### src/rtl/pipe_add_pkg.sv
// Shared constants for the pipelined adder/subtractor: mode encoding and
// default geometry.
package pipe_add_pkg;

  localparam logic MODE_ADD = 1'b0;
  localparam logic MODE_SUB = 1'b1;

  localparam int DEFAULT_WIDTH  = 8;
  localparam int DEFAULT_STAGES = 2;

endpackage

### src/rtl/add_slice.sv
// Combinational SW-bit ripple of full adders; also exposes the carry into the
// slice MSB so the last slice can derive signed overflow.
module add_slice
  import pipe_add_pkg::*;
#(
  parameter int SW = 4
) (
  input  logic [SW-1:0] x,
  input  logic [SW-1:0] y,
  input  logic          ci,
  output logic [SW-1:0] s,
  output logic          co,
  output logic          c_msb_in
);

  // The chain is walked with a block-local carry so the ripple is a single
  // combinational process rather than a self-referencing vector.
  always_comb begin
    logic w_c;
    s        = '0;
    c_msb_in = ci;
    w_c      = ci;
    for (int i = 0; i < SW; i++) begin
      if (i == SW - 1) begin
        c_msb_in = w_c;
      end
      s[i] = x[i] ^ y[i] ^ w_c;
      w_c  = (x[i] & y[i]) | (w_c & (x[i] ^ y[i]));
    end
    co = w_c;
  end

endmodule

### src/rtl/pipe_add_sub.sv
// Pipelined ripple-carry adder/subtractor: one SLICE-bit carry slice per stage,
// global stall on backpressure, valid/ready on both sides.
module pipe_add_sub
  import pipe_add_pkg::*;
#(
  parameter int WIDTH  = DEFAULT_WIDTH,
  parameter int STAGES = DEFAULT_STAGES
) (
  input  logic             clk,
  input  logic             rst_n,
  input  logic             in_valid,
  output logic             in_ready,
  input  logic [WIDTH-1:0] a,
  input  logic [WIDTH-1:0] b,
  input  logic             cin,
  input  logic             sub,
  output logic             out_valid,
  input  logic             out_ready,
  output logic [WIDTH-1:0] sum,
  output logic             cout,
  output logic             ovf
);

  localparam int SLICE = WIDTH / STAGES;

  logic                         w_advance;
  logic                         w_is_sub;
  logic                         w_ovf;
  logic [STAGES-1:0]            w_valid;
  logic [STAGES-1:0]            w_sub;
  logic [STAGES-1:0]            w_carry;
  logic [STAGES-1:0][WIDTH-1:0] w_word;

  assign w_advance = out_ready || !out_valid;
  assign in_ready  = w_advance;
  assign w_is_sub  = (sub == MODE_SUB);

  for (genvar gi = 0; gi < STAGES; gi++) begin : g_stage
    localparam int LO     = gi * SLICE;
    localparam int B_IN_W = WIDTH - LO;

    logic              w_valid_in;
    logic              w_sub_in;
    logic              w_c_in;
    logic [WIDTH-1:0]  w_word_in;
    logic [WIDTH-1:0]  w_word_next;
    logic [B_IN_W-1:0] w_b_in;
    logic [SLICE-1:0]  w_s;
    logic              w_co;
    logic              w_c_msb;

    logic              r_valid;
    logic              r_sub;
    logic              r_carry;
    logic [WIDTH-1:0]  r_word;

    // The word starts as operand A; each stage overwrites its slice with sum
    // bits, so unprocessed A slices and finished sum slices share one register.
    if (gi == 0) begin : g_src
      assign w_valid_in = in_valid;
      assign w_sub_in   = w_is_sub;
      assign w_c_in     = cin ^ w_is_sub;
      assign w_word_in  = a;
      assign w_b_in     = b ^ {WIDTH{w_is_sub}};
    end else begin : g_src
      assign w_valid_in = w_valid[gi-1];
      assign w_sub_in   = w_sub[gi-1];
      assign w_c_in     = w_carry[gi-1];
      assign w_word_in  = w_word[gi-1];
      assign w_b_in     = g_stage[gi-1].g_fwd.r_b;
    end

    add_slice #(.SW(SLICE)) u_slice (
      .x        (w_word_in[LO +: SLICE]),
      .y        (w_b_in[SLICE-1:0]),
      .ci       (w_c_in),
      .s        (w_s),
      .co       (w_co),
      .c_msb_in (w_c_msb)
    );

    always_comb begin
      w_word_next              = w_word_in;
      w_word_next[LO +: SLICE] = w_s;
    end

    // Data only loads with a valid transaction so outputs hold across bubbles.
    always_ff @(posedge clk or negedge rst_n) begin
      if (!rst_n) begin
        r_valid <= 1'b0;
        r_sub   <= 1'b0;
        r_carry <= 1'b0;
        r_word  <= '0;
      end else if (w_advance) begin
        r_valid <= w_valid_in;
        if (w_valid_in) begin
          r_sub   <= w_sub_in;
          r_carry <= w_co;
          r_word  <= w_word_next;
        end
      end
    end

    assign w_valid[gi] = r_valid;
    assign w_sub[gi]   = r_sub;
    assign w_carry[gi] = r_carry;
    assign w_word[gi]  = r_word;

    if (gi < STAGES - 1) begin : g_fwd
      logic [B_IN_W-SLICE-1:0] r_b;
      logic                    w_unused_c_msb;

      assign w_unused_c_msb = w_c_msb;

      always_ff @(posedge clk or negedge rst_n) begin
        if (!rst_n) begin
          r_b <= '0;
        end else if (w_advance && w_valid_in) begin
          r_b <= w_b_in[B_IN_W-1:SLICE];
        end
      end
    end else begin : g_ovf
      logic r_ovf;

      always_ff @(posedge clk or negedge rst_n) begin
        if (!rst_n) begin
          r_ovf <= 1'b0;
        end else if (w_advance && w_valid_in) begin
          r_ovf <= w_c_msb ^ w_co;
        end
      end

      assign w_ovf = r_ovf;
    end
  end

  assign out_valid = w_valid[STAGES-1];
  assign sum       = w_word[STAGES-1];
  // Subtraction reports borrow, the complement of the raw carry.
  assign cout      = w_carry[STAGES-1] ^ w_sub[STAGES-1];
  assign ovf       = w_ovf;

endmodule

### config.mk
export PLATFORM = sky130hd
export DESIGN_NAME = pipe_add_sub
export DESIGN_NICKNAME = d
export VERILOG_FILES = /design/src/rtl/pipe_add_pkg.sv /design/src/rtl/add_slice.sv /design/src/rtl/pipe_add_sub.sv
export SDC_FILE = /design/constraint.sdc
export NUM_CORES = 1
export LEC_CHECK = 0
export CAP_MARGIN = 40
export CORE_MARGIN = 3
export CORE_UTILIZATION = 35
export CTS_CLUSTER_DIAMETER = 200
export DETAILED_ROUTE_END_ITERATION = 10
export PLACE_DENSITY = 0.64
export RECOVER_POWER = 100
export SYNTH_ARGS = -nofsm -noshare
export SYNTH_HDL_FRONTEND = slang
export SYNTH_SLANG_ARGS = --single-unit
export TNS_END_PERCENT = 30
### constraint.sdc
create_clock -name clk -period 3.9 [get_ports clk]
set_clock_uncertainty 0.05 [all_clocks]
set_input_delay 0.39 -clock clk [delete_from_list [all_inputs] [get_ports clk]]
set_output_delay 0.39 -clock clk [all_outputs]
set_load 0.05 [all_outputs]
; Word-level counts from Yosys, hierarchy flattened
; Cells that the tools add are included.
[classes]
reduce_logical = 6
bitwise = 44
[op_table]
columns = operator, count
row1 = XOR 1 bit, 19
row2 = AND 1 bit, 16
row3 = bitwise OR 1 bit, 8
row4 = XOR 8 bit, 1
row5 = AND reduction 2 bit, 2
row6 = logical AND 1 bit, 2
row7 = logical NOT 1 bit, 1
row8 = logical OR 1 bit, 1
[word_totals]
in_bits = 22
regBits = 27
elab_cells = 60
out_inout_bits = 12

; Depth between registers and ports, before layout
; Gate-level depths: netlist of the first run.
[depth]
depth_word = 10
mapped_depth = 10
mapped_depth_nobuf = 9

; Modules after synthesis
; From an unflattened synthesis of the first run, not the netlist that was laid out.
[unflattened]
hier_cells = 96
hier_area_um2 = 1378.8
[modules_own_cells]
columns = module, seq_area_each_um2, cells_per_inst, instances, area_per_inst_um2
row1 = pipe_add_sub, 675.6, 72, 1, 1158.6
row2 = add_slice, 0.0, 12, 2, 110.1

; Worst setup path before layout of the first run
; No wires, ideal clock.
[synth_path]
kind = input port to flip-flop
from = input sub
to = register g_stage[0].r_word[3]
n_path_buf = 1
cell_stages = 10
setup_slack_ns = 1.300
t_required_ns = 3.725
setup_ns = 0.125
arrival_ns = 2.425
path_cell_list = buf_2 xnor2_1 fa_1 inv_1 fa_1 inv_1 fa_1 inv_1 fa_1 mux2_2
[synth_via]
elab_chain_len = 9
elab_cells_between_ends = 16
classes_between = bitwise: 16
[synth_lines]
columns = element, line_no
row1 = start: declaration, pipe_add_sub.sv:16  ; input logic sub,
row2 = XOR 8 bit, pipe_add_sub.sv:64  ; assign w_b_in = b ^ {WIDTH{w_is_sub}};
row3 = XOR 1 bit, add_slice.sv:28  ; w_c = (x[i] & y[i]) | (w_c & (x[i] ^ y[i]));
row4 = AND 1 bit, add_slice.sv:28
row5 = bitwise OR 1 bit, add_slice.sv:28
row6 = AND 1 bit, add_slice.sv:28
row7 = bitwise OR 1 bit, add_slice.sv:28
row8 = AND 1 bit, add_slice.sv:28
row9 = bitwise OR 1 bit, add_slice.sv:28
row10 = XOR 1 bit (*), add_slice.sv:27  ; s[i] = x[i] ^ y[i] ^ w_c;
row11 = net g_stage[0].u_slice.s[3], add_slice.sv:11  ; output logic [SW-1:0] s,
row12 = end signal: assignment, pipe_add_sub.sv:99  ; r_word <= w_word_next;
row13 = end: declaration, pipe_add_sub.sv:55  ; logic [WIDTH-1:0] r_word;
; Mark *: on every way through the listed nets, which the timed path passes. The rest lies on a longest branch.
; A chain may end at the register's enable or synchronous reset.

; Final worst setup path of the first run
; Ends and elaborated chain as after synthesis.

==> results of run 1 <==
==> worst max path at each step <==
stage          startpoint              endpoint  cells past startpoint
2_1_floorplan         sub  g_stage[0].r_word[3]                     10
3_3_place_gp          sub  g_stage[0].r_word[3]                     11
3_5_place_dp          sub  g_stage[0].r_word[3]                     11
4_1_cts               sub  g_stage[0].r_word[3]                     11
5_1_grt               sub  g_stage[0].r_word[3]                     11
6_report              sub  g_stage[0].r_word[3]                     11
==> Yosys cell counts, drive strengths merged <==
master | number | area, um^2
mux2i | 6 | 60.1
mux2 | 18 | 221
dfrtp | 27 | 676
nand2 | 3 | 21.3
inv | 17 | 63.8
nand2b | 1 | 13.8
xor2 | 5 | 43.8
o21ai | 1 | 5.00
buf | 3 | 31.3
a21oi | 1 | 5.00
a31oi | 1 | 6.26
fa | 8 | 160
xnor2 | 6 | 52.6
==> sequential cells by signal (all words and copies together) (netlist names) <==
register	flops
out_valid	1
g_stage.r_sub	2
g_stage.r_valid	1
g_stage.r_word	8
sum	8
g_stage.r_carry	2
ovf	1
g_stage.g_fwd.r_b	4
==> power by group <==
part / total [W] / internal (W) / leakage (nW) / switching [W]
clock network: 0.000159 / 0.0000725 / 0.0217 / 0.0000868
logic: 0.000536 / 0.000205 / 0.449 / 0.000331
registers: 0.000426 / 0.000377 / 0.314 / 0.0000494
total: 0.00112 / 0.000654 / 0.784 / 0.000467
==> kinds of logic (layout without fill, tap and decap cells) <==
logic type | after synthesis | count (layout) | synth area share (%)
DFF | 27 | 27 | 49.7
muxes | 24 | 24 | 20.7
buffers and inverters | 20 | 56 | 6.99
xor gates and xnor gates | 11 | 11 | 7.08
adders and majority gates | 8 | 8 | 11.8
and+or+nand+nor | 4 | 4 | 2.58
AOI/OAI and AO/OA | 3 | 3 | 1.20
==> final cells by class <==
class / count / area (um^2)
clock buffers: 3 / 41.3
clock inverters: 1 / 7.51
fillers: 365 / 1980
inverters: 17 / 63.8
multi-input cells: 50 / 553
flip-flops and latches: 27 / 676
well taps: 48 / 60.1
repair buffers: 35 / 338
==> worst register-to-register path, stage by stage, from the launching register on <==
cell and delay, ps:
dfrtp_1 420, fa_1 430, inv_1 80, fa_1 160, inv_1 50, fa_1 400
inv_1 90, fa_1 200, xnor2_1 80, mux2_2 250
==> layer usage <==
layer,up-vias,part of all wire [%],global-route usage (%)
li1,373,-,-
met1,389,39,12.6
met2,25,53,21.3
met3,4,5.4,1.81
met4,0,2.4,5.96
met5,-,0,0
==> per-stage QoR <==
step	setup slack [ps]	hold slack, ps
finish	682	448
floorplan	1300	44.4
CTS	1050	442
global placement	851	438
detailed placement	747	442
global route	510	476
==> impl_results.md, run 1 <==
- Status: complete, no violations
- Routed vias: 791
- Setup_tns: 0 ps
- CTS buffer count: 3
- RSZ-0062 raised after global routing: no
- Core Util, Final: 46.8%
- Final Cell Area: 1740 um^2
- Routed WL: 2250 um
- Total track usage: 11.6%
- Share of layout cells above drive strength 1: 12.8%
- CP Class: in -> reg
- Clock tree sinks: 27
- Hold Path Depth: 1
- Post-DRT Antenna Nets: 0
- Row cnt: 22
- # IOs: 34
- Bufs on Longest Clock Path: 2
- Synthesized area per cell: 14.0 um^2
- Vias in the first global route: 857
- Placed instance area: 1730 um^2
- Relative slew slack: 7.20%
- Worst R2R Setup Slack: 1570 ps
- Critical path cell sequence: clkdlybuf4s50_1, clkbuf_1, xnor2_1, fa_1, inv_1, fa_1, inv_1, fa_1, inv_1, fa_1, mux2_2
- Slew Limit Fails: 0
- Reg2reg path depth: 9
- Finished Layout Cells: 181
- H-Tree Depth: 1
- Sequential fraction of the synthesis area: 49.7%
- Setup bufs post-CTS: 0
- Initial antenna violation count: 0
- Total power: 0.00112 W
- Post-synthesis cell area: 1360 um^2
- Power Dens Cells: 645 nW/um^2
- Cts repair resizes: 0
- R2R Path End: ovf
- WL per Instance: 12.4 um
- Root Driver: clkbuf_8
- CP max stage cell: clkbuf_1
- Crit path launch type: input port
- DRT iter0 DRCs: 17
- Synth Register Bits: 27
- Grt ovf: 0
- Critical Path RT: 4020 ps
- Largest net degree at the start of global routing: 28
- Cell count after placement: 177
- Post-layout minimum cycle time: 3220 ps
- # hold bufs at CTS: 0
- Worst Hold Class: reg -> reg
- Synth warn: 0
- CP Max Fanout: 10
- Crit-path most repeated cell: fa_1
- # port buffers: 33
- Endpoints failing hold: 0
- Area Growth Syn to Fin: 27.9%
- Max cap viols: 0
- Commonest non-fill, non-tap cells in the layout: dfrtp_1 (27), clkdlybuf4s50_1 (19), inv_1 (17)
- DRC Markers: 0
- Fin crit share: 82.5%
- CP top delay family: adder cells
- Reg clk slew, reported paths: 90 ps
- Cell variety after synth: 18
- Max VDD drop: 0.221 mV
- Mapped Cells: 97
- Die W: 68.3 um
- DP HPWL: 1750 um
- Worst slew pin tran: 1390 ps
- Max Fclk: 311 MHz
- Final nets: 164
- Static leakage: 0.784 nW
- Worst hold start: g_stage[0].r_sub
- Die H: 68.3 um
- Die ar.: 4670 um^2
- Reg2reg start: g_stage[0].r_carry
- Pre-antenna DRT Iters: 4
- Initial Utilization: 36.6%
- Core box area: 3720 um^2
- First-pass GRT wire length: 3890 um
- Antenna diode count: 0
- Most common cell after layout, fill and taps aside: dfrtp_1
- TritonCTS clock tree: yes
- Worst-Skew Late Latency: 270 ps
- Min-Delay Endpoint: g_stage[0].r_sub
- Setup crit end kind: register
- Crit-path max cell delay: 490 ps
- Buf/Inv on CP: 5
- Final Setup Violations: 0
- Placer Congestion: 0.678
- Avg Vias per Cell: 4.37
- Synthesized net count: 127
- CP Data Arrival Time: 3340 ps
(Power assumes the default switching activity.)
==> inputs of run 2 (changes only) <==
- clock period: 3.9 -> 3.08 ns (I/O delays scaled with it)
==> impl_results.md, run 2 (synthesis results as in run 1) <==
- DP HPWL: 1720 um (was 1750 um)
- # port buffers: 33 (unchanged)
- Stages on the worst setup path: 10 (was 11)
- Grt ovf: 0 (unchanged)
- TritonCTS clock tree: yes (unchanged)
- CP top delay family: adder cells (unchanged)
- Placer Congestion: 0.700 (was 0.678)
- Cts repair resizes: 0 (unchanged)
- Power Dens Cells: 812 nW/um^2 (was 645 nW/um^2)
- # IOs: 34 (unchanged)
- Status: complete, no violations (unchanged)
- Die W: 68.3 um (unchanged)
- DRT iter0 DRCs: 26 (was 17)
- Worst R2R Setup Slack: 750 ps (was 1570 ps)
- Row cnt: 22 (unchanged)
- DRC Markers: 0 (unchanged)
- Fill cells: 362 (was 365)
- Max VDD drop: 0.248 mV (was 0.221 mV)
- Max Fclk: 369 MHz
- Total track usage: 11.8% (was 11.6%)
- Met1 Track Usage GR: 13.6% (was 12.6%)
- Reg2reg start: g_stage[0].r_carry (unchanged)
- # hold bufs at CTS: 0 (unchanged)
- Met2 Resource Use GR: 19.3% (was 21.3%)
- Die H: 68.3 um (unchanged)
- Worst slack at placement: 171 ps (was 747 ps)
- Setup_tns: 0 ps (unchanged)
- Routed WL: 2260 um (was 2250 um)
- Bufs on Longest Clock Path: 2 (unchanged)
- Core Util, Final: 46.8% (unchanged)
- Worst Setup SP: sub (unchanged)
- Area Growth Syn to Fin: 27.9% (unchanged)
- CP Class: in -> reg (unchanged)
- Buf/Inv on CP: 4 (was 5)
- Post-DRT Antenna Nets: 0 (unchanged)
- CP Max Fanout: 3 (was 10)
- Antenna diode count: 0 (unchanged)
- Initial antenna violation count: 0 (unchanged)
- CP max stage cell: dlygate4sd3_1 (was clkbuf_1)
- Final setup margin: 371 ps (was 682 ps)
- Final nets: 164 (unchanged)
- Largest net degree at the start of global routing: 28 (unchanged)
- CP Data Arrival Time: 2820 ps (was 3340 ps)
- R2R Path End: ovf (unchanged)
- H-Tree Depth: 1 (unchanged)
- Slew Limit Fails: 0 (unchanged)
- Reg2reg path depth: 9 (unchanged)
- Placed instance area: 1730 um^2 (unchanged)
- Worst Hold Class: reg -> reg (unchanged)
- Endpoints failing hold: 0 (unchanged)
- WL per Instance: 12.5 um (was 12.4 um)
- Cell count after placement: 177 (unchanged)
- Critical Path RT: 3190 ps (was 4020 ps)
- Flop pwr share: 38.4% (was 38.0%)
- Reg clk slew, reported paths: 80 ps (was 90 ps)
- Cell Int Power: 0.000827 W (was 0.000654 W)
- Switch share: 41.4% (was 41.7%)
- Clock share of power: 14.0% (was 14.2%)
- Comb pwr share: 47.7% (was 47.8%)
- Crit-path most repeated cell: fa_1 (unchanged)
- Crit path launch type: input port (unchanged)
- Max cap viols: 0 (unchanged)
- Post-layout minimum cycle time: 2710 ps
- CTS buffer count: 3 (unchanged)
- Critical path cell sequence: dlygate4sd3_1, xnor2_1, fa_1, inv_1, fa_1, inv_1, fa_1, inv_1, fa_1, mux2_2 (was clkdlybuf4s50_1, clkbuf_1, xnor2_1, fa_1, inv_1, fa_1, inv_1, fa_1, inv_1, fa_1, mux2_2)
- Avg Vias per Cell: 4.36 (was 4.37)
- Finished Layout Cells: 181 (unchanged)
- Static leakage: 0.789 nW (was 0.784 nW)
- Root Driver: clkbuf_8 (unchanged)
- Setup crit end kind: register (unchanged)
- Routed vias: 789 (was 791)
- Setup bufs post-CTS: 0 (unchanged)
- Clock tree sinks: 27 (unchanged)
- Worst-Skew Late Latency: 270 ps (about the same)
- Final Cell Area: 1740 um^2 (unchanged)
- Die ar.: 4670 um^2 (unchanged)
- M3 GR Usage: 3.12% (was 1.81%)
- First-pass GRT wire length: 3860 um (was 3890 um)
- Worst slew pin tran: 1400 ps (was 1390 ps)
- Relative slew slack: 6.42% (was 7.20%)
- Gr busiest metal: met2 (unchanged)
- Initial Utilization: 36.6% (unchanged)
- Final Setup Violations: 0 (unchanged)
- Core box area: 3720 um^2 (unchanged)
- Fin crit share: 87.9%
- Vias in the first global route: 866 (was 857)
- Crit-path max cell delay: 590 ps (was 490 ps)
- Commonest non-fill, non-tap cells in the layout: dfrtp_1 (27), clkdlybuf4s50_1 (18), inv_1 (17) (was dfrtp_1 (27), clkdlybuf4s50_1 (19), inv_1 (17))
- RSZ-0062 raised after global routing: no (unchanged)
- Sw power: 0.000585 W (was 0.000467 W)
- Share of layout cells above drive strength 1: 12.8% (unchanged)
- Most common cell after layout, fill and taps aside: dfrtp_1 (unchanged)
- Pre-antenna DRT Iters: 4 (unchanged)
- Worst Setup EP: g_stage[0].r_word[3] (unchanged)
==> run 2: metrics by stage <==
step                      power [W]  hold WS [ps]
after global routing        0.00151           489
after floorplan             0.00105         -37.6
after detailed placement    0.00129           445
after global placement      0.00127           437
final                       0.00141           449
after CTS                   0.00149           372
==> run 2: layer usage <==
layer	wire length (um)	part of all wire, %
met5	0	0
met4	65	2.9
met3	167	7.4
met2	1080	48
met1	937	42
==> run 2: final cells by class <==
class	instances	area, um^2	share of cell area (%)
Sequential cell	27	676	38.8
Clock buffer	4	45.0	2.59
Multi-Input combinational cell	50	553	31.8
Inverter	17	63.8	3.67
Timing Repair Buffer	35	342	19.6
Tap cell	48	60.1	3.45
==> run 2: how the worst min path moves through the flow <==
| stage | to | startpoint | cells past startpoint | slack, ps |
|---|---|---|---|---|
| floorplan | g_stage[0].g_fwd.r_b[0] | rst_n | 0 | -40 |
| global placement | sum[6] | sum[6] | 1 | 440 |
| detailed placement | g_stage[0].r_sub | g_stage[0].r_sub | 1 | 450 |
| CTS | g_stage[0].r_word[6] | rst_n | 2 | 370 |
| global route | sum[2] | sum[2] | 1 | 490 |
| finish | g_stage[0].r_sub | g_stage[0].r_sub | 1 | 450 |
==> run 2: power by group through the flow <==
stage	combinational [W]	sequential, W	clock (W)
after floorplan	0.000283	0.000763	0
after global placement	0.000717	0.000549	0
after detailed placement	0.000732	0.000557	0
after CTS	0.000733	0.000549	0.000206
after global routing	0.000739	0.000555	0.000220
final	0.000673	0.000542	0.000197
==> inputs of run 3 (changes only) <==
- GPL_TIMING_DRIVEN: default -> 1
==> results of run 3 <==
Same layout as run 2: the final DEF is identical, and so are final timing and power.
